### src/rtl/rope_pkg.sv
// Shared types and constants for the rope object mover.
// Positions are fixed point: 11 integer pixel bits over FRAC_BITS fraction bits.
package rope_pkg;
    localparam int FRAC_BITS   = 6;
    localparam int PIX_W       = 11;
    localparam int POS_W       = PIX_W + FRAC_BITS;
    localparam int X_MAX       = 608;
    localparam int GEN_LATENCY = 2;

    typedef logic [POS_W-1:0] pos_t;

    localparam pos_t X_MAX_RAW = pos_t'(X_MAX) << FRAC_BITS;

    typedef enum logic [2:0] {
        IDLE,
        UPDATE,
        REQUEST,
        WAIT_GEN,
        LATCH
    } state_t;
endpackage

### src/rtl/rope_pos_step.sv
// One-rope position step: advance by speed and detect edge wrap.
// dir_i=0 moves right from the left edge, dir_i=1 moves left from the right edge.
module rope_pos_step
    import rope_pkg::*;
(
    input  pos_t       pos_i,
    input  logic [6:0] speed_i,
    input  logic       dir_i,
    output pos_t       pos_o,
    output logic       wrap_o
);
    pos_t spd_ext;
    pos_t sum;

    assign spd_ext = pos_t'(speed_i);
    assign sum     = pos_i + spd_ext;

    always_comb begin
        pos_o  = pos_i;
        wrap_o = 1'b0;
        if (!dir_i) begin
            if (sum[POS_W-1:FRAC_BITS] > PIX_W'(X_MAX)) begin
                pos_o  = '0;
                wrap_o = 1'b1;
            end else begin
                pos_o = sum;
            end
        end else if (spd_ext > pos_i) begin
            // compare before subtracting so the position never underflows
            pos_o  = X_MAX_RAW;
            wrap_o = 1'b1;
        end else begin
            pos_o = pos_i - spd_ext;
        end
    end
endmodule

### src/rtl/rope_object_mover.sv
// Per-frame mover for objects on horizontal ropes, one shared step unit.
// Wrapped ropes request fresh speeds from an external generator.
module rope_object_mover #(
    parameter int LEFT_ROPES  = 3,
    parameter int RIGHT_ROPES = 3,
    parameter int ROPES       = LEFT_ROPES + RIGHT_ROPES,
    parameter int FRAC_BITS   = rope_pkg::FRAC_BITS,
    parameter int X_MAX       = rope_pkg::X_MAX,
    parameter int GEN_LATENCY = rope_pkg::GEN_LATENCY
) (
    input  logic                   clk,
    input  logic                   reset,
    input  logic                   startOfFrame,
    input  logic                   enable,
    input  logic [ROPES-1:0][6:0]  X_SPEED,
    output logic                   speedTrigger,
    output logic [ROPES-1:0][10:0] X_POS,
    output logic [ROPES-1:0]       wrapEvent
);
    import rope_pkg::*;

    localparam int IW = (ROPES > 1) ? $clog2(ROPES) : 1;
    localparam logic [IW-1:0] LAST        = IW'(ROPES - 1);
    localparam logic [IW-1:0] FIRST_RIGHT = IW'(LEFT_ROPES);
    localparam logic [3:0]    WAIT_LAST   = 4'(GEN_LATENCY - 1);
    localparam pos_t          RIGHT_HOME  = pos_t'(X_MAX) << FRAC_BITS;

    state_t           state_q, state_d;
    logic [IW-1:0]    idx_q, idx_d;
    logic [3:0]       cnt_q, cnt_d;
    pos_t             pos_q [ROPES];
    pos_t             pos_d [ROPES];
    logic [6:0]       spd_q [ROPES];
    logic [6:0]       spd_d [ROPES];
    logic [ROPES-1:0] pend_q, pend_d;
    logic [ROPES-1:0] wrap_q, wrap_d;
    logic             trig_q, trig_d;
    pos_t             step_pos;
    logic             step_wrap;

    rope_pos_step u_step (
        .pos_i   (pos_q[idx_q]),
        .speed_i (spd_q[idx_q]),
        .dir_i   (idx_q >= FIRST_RIGHT),
        .pos_o   (step_pos),
        .wrap_o  (step_wrap)
    );

    always_comb begin
        state_d = state_q;
        idx_d   = idx_q;
        cnt_d   = cnt_q;
        pos_d   = pos_q;
        spd_d   = spd_q;
        pend_d  = pend_q;
        wrap_d  = '0;
        trig_d  = 1'b0;
        unique case (state_q)
            IDLE: begin
                if (startOfFrame && enable) begin
                    state_d = UPDATE;
                    idx_d   = '0;
                end
            end
            UPDATE: begin
                pos_d[idx_q] = step_pos;
                if (step_wrap) begin
                    pend_d[idx_q] = 1'b1;
                    wrap_d[idx_q] = 1'b1;
                end
                if (idx_q == LAST) begin
                    state_d = (|pend_d) ? REQUEST : IDLE;
                end else begin
                    idx_d = idx_q + IW'(1);
                end
            end
            REQUEST: begin
                trig_d  = 1'b1;
                cnt_d   = '0;
                state_d = WAIT_GEN;
            end
            WAIT_GEN: begin
                if (cnt_q == WAIT_LAST) begin
                    state_d = LATCH;
                end else begin
                    cnt_d = cnt_q + 4'd1;
                end
            end
            LATCH: begin
                for (int i = 0; i < ROPES; i++) begin
                    if (pend_q[i]) spd_d[i] = X_SPEED[i];
                end
                pend_d  = '0;
                state_d = IDLE;
            end
            default: state_d = IDLE;
        endcase
    end

    always_ff @(posedge clk) begin
        if (reset) begin
            state_q <= REQUEST;
            idx_q   <= '0;
            cnt_q   <= '0;
            for (int i = 0; i < ROPES; i++) begin
                pos_q[i] <= (i < LEFT_ROPES) ? pos_t'(0) : RIGHT_HOME;
                spd_q[i] <= '0;
            end
            pend_q  <= '1;
            wrap_q  <= '0;
            trig_q  <= 1'b0;
        end else begin
            state_q <= state_d;
            idx_q   <= idx_d;
            cnt_q   <= cnt_d;
            pos_q   <= pos_d;
            spd_q   <= spd_d;
            pend_q  <= pend_d;
            wrap_q  <= wrap_d;
            trig_q  <= trig_d;
        end
    end

    assign speedTrigger = trig_q;
    assign wrapEvent    = wrap_q;

    always_comb begin
        for (int i = 0; i < ROPES; i++) begin
            X_POS[i] = pos_q[i][FRAC_BITS +: 11];
        end
    end
endmodule

### config.mk
export PLATFORM = sky130hd
export DESIGN_NAME = rope_object_mover
export DESIGN_NICKNAME = d
export VERILOG_FILES = /design/src/rtl/rope_pkg.sv /design/src/rtl/rope_pos_step.sv /design/src/rtl/rope_object_mover.sv
export SDC_FILE = /design/constraint.sdc
export NUM_CORES = 1
export LEC_CHECK = 0
export ABC_AREA = 1
export CORE_ASPECT_RATIO = 0.8
export CORE_MARGIN = 3
export CORE_UTILIZATION = 54
export CTS_CLUSTER_SIZE = 14
export DETAILED_ROUTE_END_ITERATION = 10
export PLACE_DENSITY = 0.76
export SLEW_MARGIN = 10
export SYNTH_ARGS = -nofsm -noshare
export SYNTH_HDL_FRONTEND = slang
export SYNTH_SLANG_ARGS = --single-unit
### constraint.sdc
create_clock -name clk -period 4.67 [get_ports clk]
set_input_delay 0.934 -clock clk [delete_from_list [all_inputs] [get_ports clk]]
set_output_delay 0.934 -clock clk [all_outputs]
set_load 0.05 [all_outputs]
==> flow_summary.toml, run 1 <==
[die]
fp.dieH_um = 122.8
design.core.area_mm2 = 0.01666
initial_utilization_pct = 55.32
die_area_mm2 = 0.01868
die_w_um = 152.1
row_count = 42
pin_count = 119

[logic_synthesis]
syn_area_per_cell_um2 = 7.013
yosysSeqAreaShare_pct = 36.28
synth_area_leaders = "dfxtp_1 36%, inv_1 7.8%, nand2_1 7.0%"
synthArstFlopShare_pct = 0
synth.distinct_cells = 54
yosys_warnings = 0
netlist_area_mm2 = 0.009215
synth_nets = 1381
synth_top_area_cell = "dfxtp_1"
synth_top_area_share_pct = 36.28
synth_edf_count = 0
synth_cells = 1314
synth-seq-cells = 167
synth-main-ff-cell = "dfxtp_1"

[final_layout]
area_growth_pct = 17.85
final_common_cell = "inv_1"
drive_gt1_share_pct = 10.40
mostFrequentLayoutCells = "191 x inv_1, 172 x nand2_1, 165 x dfxtp_1, 164 x nor2_1"
fill_cells = 1497
num_antenna_cells = 0
fin_nets = 1438

[detailed_routing]
vias_per_cell = 5.471
wire_per_inst_um = 17.30
drt_iter0_markers = 954
drc = 0
num_vias = 8775
ant_nets = 0
firstDrtPassIters = 6
routed_wl_mm = 27.75

[worst_setup_path]
crit_type = "register to register"
worst_setup_path_start_kind = "register"
critical_path_arrival_ns = 4.76
critPathMaxFanout = 10
cp-end-kind = "register"
critical_path_required_ns = 5.05

[global_route]
grt_max_degree = 73
track_usage_pct = 29.22
grt_pass1_vias = 8031
grt_pass1_wl_mm = 43.19
gr-total-overflow = 0
antenna_found_initial = 0

[flow_run]
drv_cap = 0

[clock_tree]
holdBufCountCts = 0
clock-root-buffer = "clkbuf_16"
cts_buffers = 17
clkTransAtPathRegs_ns = 0.07
clkLatencyLatePin_ns = 0.44
cts_buffer_depth = 2
cts_tree = "done"
clock_sinks = 167
htreeDepth = 4

[placement]
io_buffers = 118
place_congestion = 1.012
detailedPlacementHpwl_mm = 19.69

[sta]
rsz0062_at_grt = "no"
tightest_slew_ns = 1.118
skew_ns = 0.01092
worst_hold_slack_ns = 0.4580
fmax_mhz = 228.2
max_slew_margin_pct = 25.40
layout_min_cycle_time_ns = 4.382
hold_viol_final = 0
setup-tns-final_ns = 0
setup_violations = 0
finalCritPeriodShare_pct = 93.83
slew_violations = 0

[pwr]
p_leak_nw = 4.832
p_per_area_mw_per_mm2 = 548.8
peakVddDrop_mv = 0.3112

[status]
outcome = "completed"

[worst_hold_path]
hold_path.class = "register to register"
-- cell type report --
| type | instances | area, um2 | share of cell area (%) |
|---|---|---|---|
| clock buffer | 19 | 442.9 | 4.078 |
| inverter | 211 | 797.0 | 7.339 |
| sequential | 167 | 3346 | 30.81 |
| timing repair buffer | 157 | 1484 | 13.66 |
| clock inverter | 13 | 170.2 | 1.567 |
| tap | 220 | 275.3 | 2.535 |
| multi-input combinational | 817 | 4345 | 40.01 |
-- path summary, 6_finish.rpt --
kind | startpoint | end | slack, ns | cells past startpoint
worst max-delay path | idx_q[2]$_SDFFE_PP0P_ | X_POS[30]$_SDFFE_PP0P_ | 0.29 | 22
worst min-delay path | spd_q[34]$_SDFFE_PP0P_ | spd_q[34]$_SDFFE_PP0P_ | 0.46 | 2
worst max register to register | idx_q[2]$_SDFFE_PP0P_ | X_POS[30]$_SDFFE_PP0P_ | 0.29 | 22
worst min register to register | spd_q[34]$_SDFFE_PP0P_ | spd_q[34]$_SDFFE_PP0P_ | 0.46 | 2
-- flip-flops by register name, summed over array words and instances (netlist names) --
register and flops:
pos_q 36, wrapEvent 6, pend_q 6, state_q 3, X_POS 66, cnt_q 4
spd_q 42, speedTrigger 1, idx_q 3
-- synthesized netlist by cell type, types with 5 or more instances --
cell type	number
a211oi_1	5
a21oi_2	6
dfxtp_1	167
nor2_2	9
clkbuf_1	39
nor2_1	165
nand3_1	49
inv_1	191
nand3_2	6
o22ai_1	9
nor3_1	16
a22oi_1	13
nor2_4	5
nand4_1	8
o21ai_0	83
buf_4	68
ha_1	19
nand2_2	6
o22ai_2	5
nand2_1	172
o21ai_1	64
xor2_1	16
a21oi_1	117
inv_2	14
-- critical path: stages, from the launching register on --
cell and delay [ns]:
dfxtp_1 0.53, nand2_4 0.13, nor2_8 0.24, buf_4 0.25
a22oi_1 0.11, nand4_1 0.15, inv_1 0.06, ha_1 0.21
fa_1 0.42, o31ai_1 0.37, inv_1 0.08, nor2_1 0.21
nor2_1 0.08, o21ai_1 0.21, inv_1 0.07, o21ai_1 0.23
inv_1 0.09, nand4_1 0.12, nor2_1 0.08, xor2_1 0.15
o22ai_2 0.31, o21ai_0 0.14, inv_1 0.09
-- power breakdown --
part | internal [W] | total, W | switching [W]
sequential | 0.00155 | 0.00169 | 0.000137
combinational | 0.000879 | 0.00279 | 0.00191
clock | 0.000863 | 0.00148 | 0.000617
-- cells by family after synthesis --
family | synth area share (%)
simple gates | 21.48
buf+inv | 16.77
compound gates | 20.84
flops | 36.28
fa+ha+maj | 3.014
xor+xnor | 1.616
-- metrics by stage --
| stage | cells | power [W] | util (%) | setup slack (ns) | instance area, um2 |
|---|---|---|---|---|---|
| 2_1_floorplan | 1314 | 0.003637 | - | 0.6343 | 9215 |
| 3_3_place_gp | 1570 | 0.004403 | 61.30 | 0.2529 | 10210 |
| 3_5_place_dp | 1570 | 0.004417 | 61.30 | 0.1410 | 10210 |
| 4_1_cts | 1602 | 0.005894 | 64.98 | 0.07381 | 10820 |
| 5_1_grt | 1604 | 0.006253 | 65.19 | 0.01471 | 10860 |
| 6_report | 1604 | 0.005960 | 65.19 | 0.2881 | 10860 |
-- metal layers --
layer	up-vias	wire length (um)	GRT usage [%]
li1	4291	-	-
met1	3979	12650	41.93
met2	469	11580	42.92
met3	36	3111	8.460
met4	0	403	8.085
met5	-	0	0
-- repair_timing --
action | in CTS | in global routing
endpoints found under the setup margin | 0 | 100
buffers inserted | 0 | 2
endpoints found under the hold margin | 0 | 0
resized for setup | 0 | 6
Power figures use the tool's default switching activity.
==> inputs of run 2 (changes only) <==
- CORE_MARGIN: 3 -> default
- SLEW_MARGIN: 10 -> 0
==> run 2 against run 1 <==
Against the previous run: worst setup slack lost 0.015 ns; die area shrank 5.8%; design area shrank 0.14%; clock skew grew 0.0016 ns.
==> flow_summary.toml, run 2 (synthesis results as in run 1) <==
[detailed_routing]
wl_met1_mm = 12.81
wl_met3_mm = 2.890
routed-wl-met2_mm = 11.93
drc = 0
drt_iter0_markers = 1083
firstDrtPassIters = 5
ant_nets = 0
num_vias = 8801
vias_per_cell = 5.473
wire_per_inst_um = 17.45
routed_wl_mm = 28.07
maxUsedRoutingLayer = "met4"

[placement]
io_buffers = 118
detailedPlacementHpwl_mm = 20.18
place_inst = 1576
place_congestion = 0.9938

[clock_tree]
cts_tree = "done"
clock_sinks = 167
holdBufCountCts = 0
clkTransAtPathRegs_ns = 0.07
clkLatencyLatePin_ns = 0.44
clock-root-buffer = "clkbuf_16"
cts_buffer_depth = 2
cts_buffers = 17
htreeDepth = 4

[global_route]
antenna_found_initial = 0
grt_pass1_wl_mm = 43.66
grt_max_degree = 82
gr-total-overflow = 0
track_usage_pct = 32.67
grt_pass1_vias = 7893

[final_layout]
final_common_cell = "inv_1"
fin_util_pct = 65.31
fin_nets = 1442
fill_cells = 1543
num_antenna_cells = 0
mostFrequentLayoutCells = "191 x inv_1, 172 x nand2_1, 165 x dfxtp_1, 165 x nor2_1, 117 x clkdlybuf4s50_1"
largest_register_ffs = 66
area_growth_pct = 17.69
layout.cells.non_filler = 1608
drive_gt1_share_pct = 10.59

[worst_setup_path]
cpMostUsedCell = "inv_1"
max_stage_delay_ns = 0.42
crit_buf_inv = 7
crit_start = "idx_q[1]$_SDFFE_PP0P_"
crit_family = "simple AND/OR/NAND/NOR gates"
critical_path_required_ns = 4.99
critical_path_arrival_ns = 4.72
slowest_stage = "fa_1"
regToRegStartpoint = "idx_q[1]$_SDFFE_PP0P_"
crit_type = "register to register"
cp-end-kind = "register"
r2r_slack_ns = 0.27
worst_setup_path_start_kind = "register"
crit_chain = "nor2_4 -> nand2_2 -> inv_2 -> buf_4 -> nand2_1 -> nand4_1 -> inv_1 -> ha_1 -> fa_1 -> o31ai_2 -> inv_1 -> nor2_1 -> nor2_1 -> o21ai_1 -> inv_1 -> o21ai_1 -> inv_1 -> nand4_1 -> nor2_1 -> xor2_1 -> o22ai_2 -> o21ai_0 -> inv_1"
critPathMaxFanout = 10

[die]
fp.dieH_um = 118.8
initial_utilization_pct = 55.49
pin_count = 119
row_count = 42
die_area_mm2 = 0.01759
die_w_um = 148.1
design.core.area_mm2 = 0.01661

[pwr]
p_leak_nw = 4.826
finalPower_w = 0.005907
p_per_area_mw_per_mm2 = 544.7
peakVddDrop_mv = 0.3209

[sta]
skew_ns = 0.01249
setup_violations = 0
setup-tns-final_ns = 0
finalCritPeriodShare_pct = 94.15
hold_viol_final = 0
rsz0062_at_grt = "no"
layout_min_cycle_time_ns = 4.397
tightest_slew_ns = 1.071
fmax_mhz = 227.4
max_slew_margin_pct = 28.54
slew_violations = 0

[worst_hold_path]
hold_path.class = "register to register"
holdCritStartpoint = "spd_q[1]$_SDFFE_PP0P_"

[status]
outcome = "completed"

[flow_run]
drv_cap = 0
-- run 2: final cells by class --
class | count | area, um2 | area share, %
clock buffer | 19 | 442.9 | 4.084
clock inverter | 13 | 117.6 | 1.084
inverter | 211 | 797.0 | 7.349
multi-input combinational | 817 | 4340 | 40.02
sequential | 167 | 3346 | 30.85
tap | 220 | 275.3 | 2.538
timing repair buffer | 161 | 1526 | 14.07
-- run 2: what timing repair did --
action	CTS	global route
resized for setup	0	5
setup endpoints to repair	0	97
buffers inserted	0	0
-- run 2: power by group --
part / total [W] / switching [W] / internal (W)
sequential: 0.00167 / 0.000118 / 0.00155
clock: 0.00134 / 0.000632 / 0.000708
combinational: 0.00290 / 0.00198 / 0.000918
total: 0.00591 / 0.00273 / 0.00318
-- run 2: routing by layer --
metal,track usage (%),vias to the layer above
li1,-,4304
met1,47.69,4028
met5,0,-
met2,47.89,424
met3,7.816,45
met4,8.183,0
-- run 2: per-stage QoR --
stage	hold slack, ns	setup slack, ns	instance area, um2
2_1_floorplan	0.4245	0.6343	9215
3_3_place_gp	0.4349	0.2254	10270
3_5_place_dp	0.4404	0.1237	10270
4_1_cts	0.4504	0.05086	10830
5_1_grt	0.4792	0.02175	10850
6_report	0.4522	0.2731	10850
-- run 2: worst min-delay path: stages (launching register included) --
cell and delay, ns:
dfxtp_1 0.30, inv_1 0.05, a21oi_1 0.05
-- run 2: worst paths after layout --
path | cells past startpoint | to
setup / recovery | 23 | X_POS[30]$_SDFFE_PP0P_
hold / removal | 2 | spd_q[1]$_SDFFE_PP0P_
setup reg to reg | 23 | X_POS[30]$_SDFFE_PP0P_
hold reg to reg | 2 | spd_q[1]$_SDFFE_PP0P_
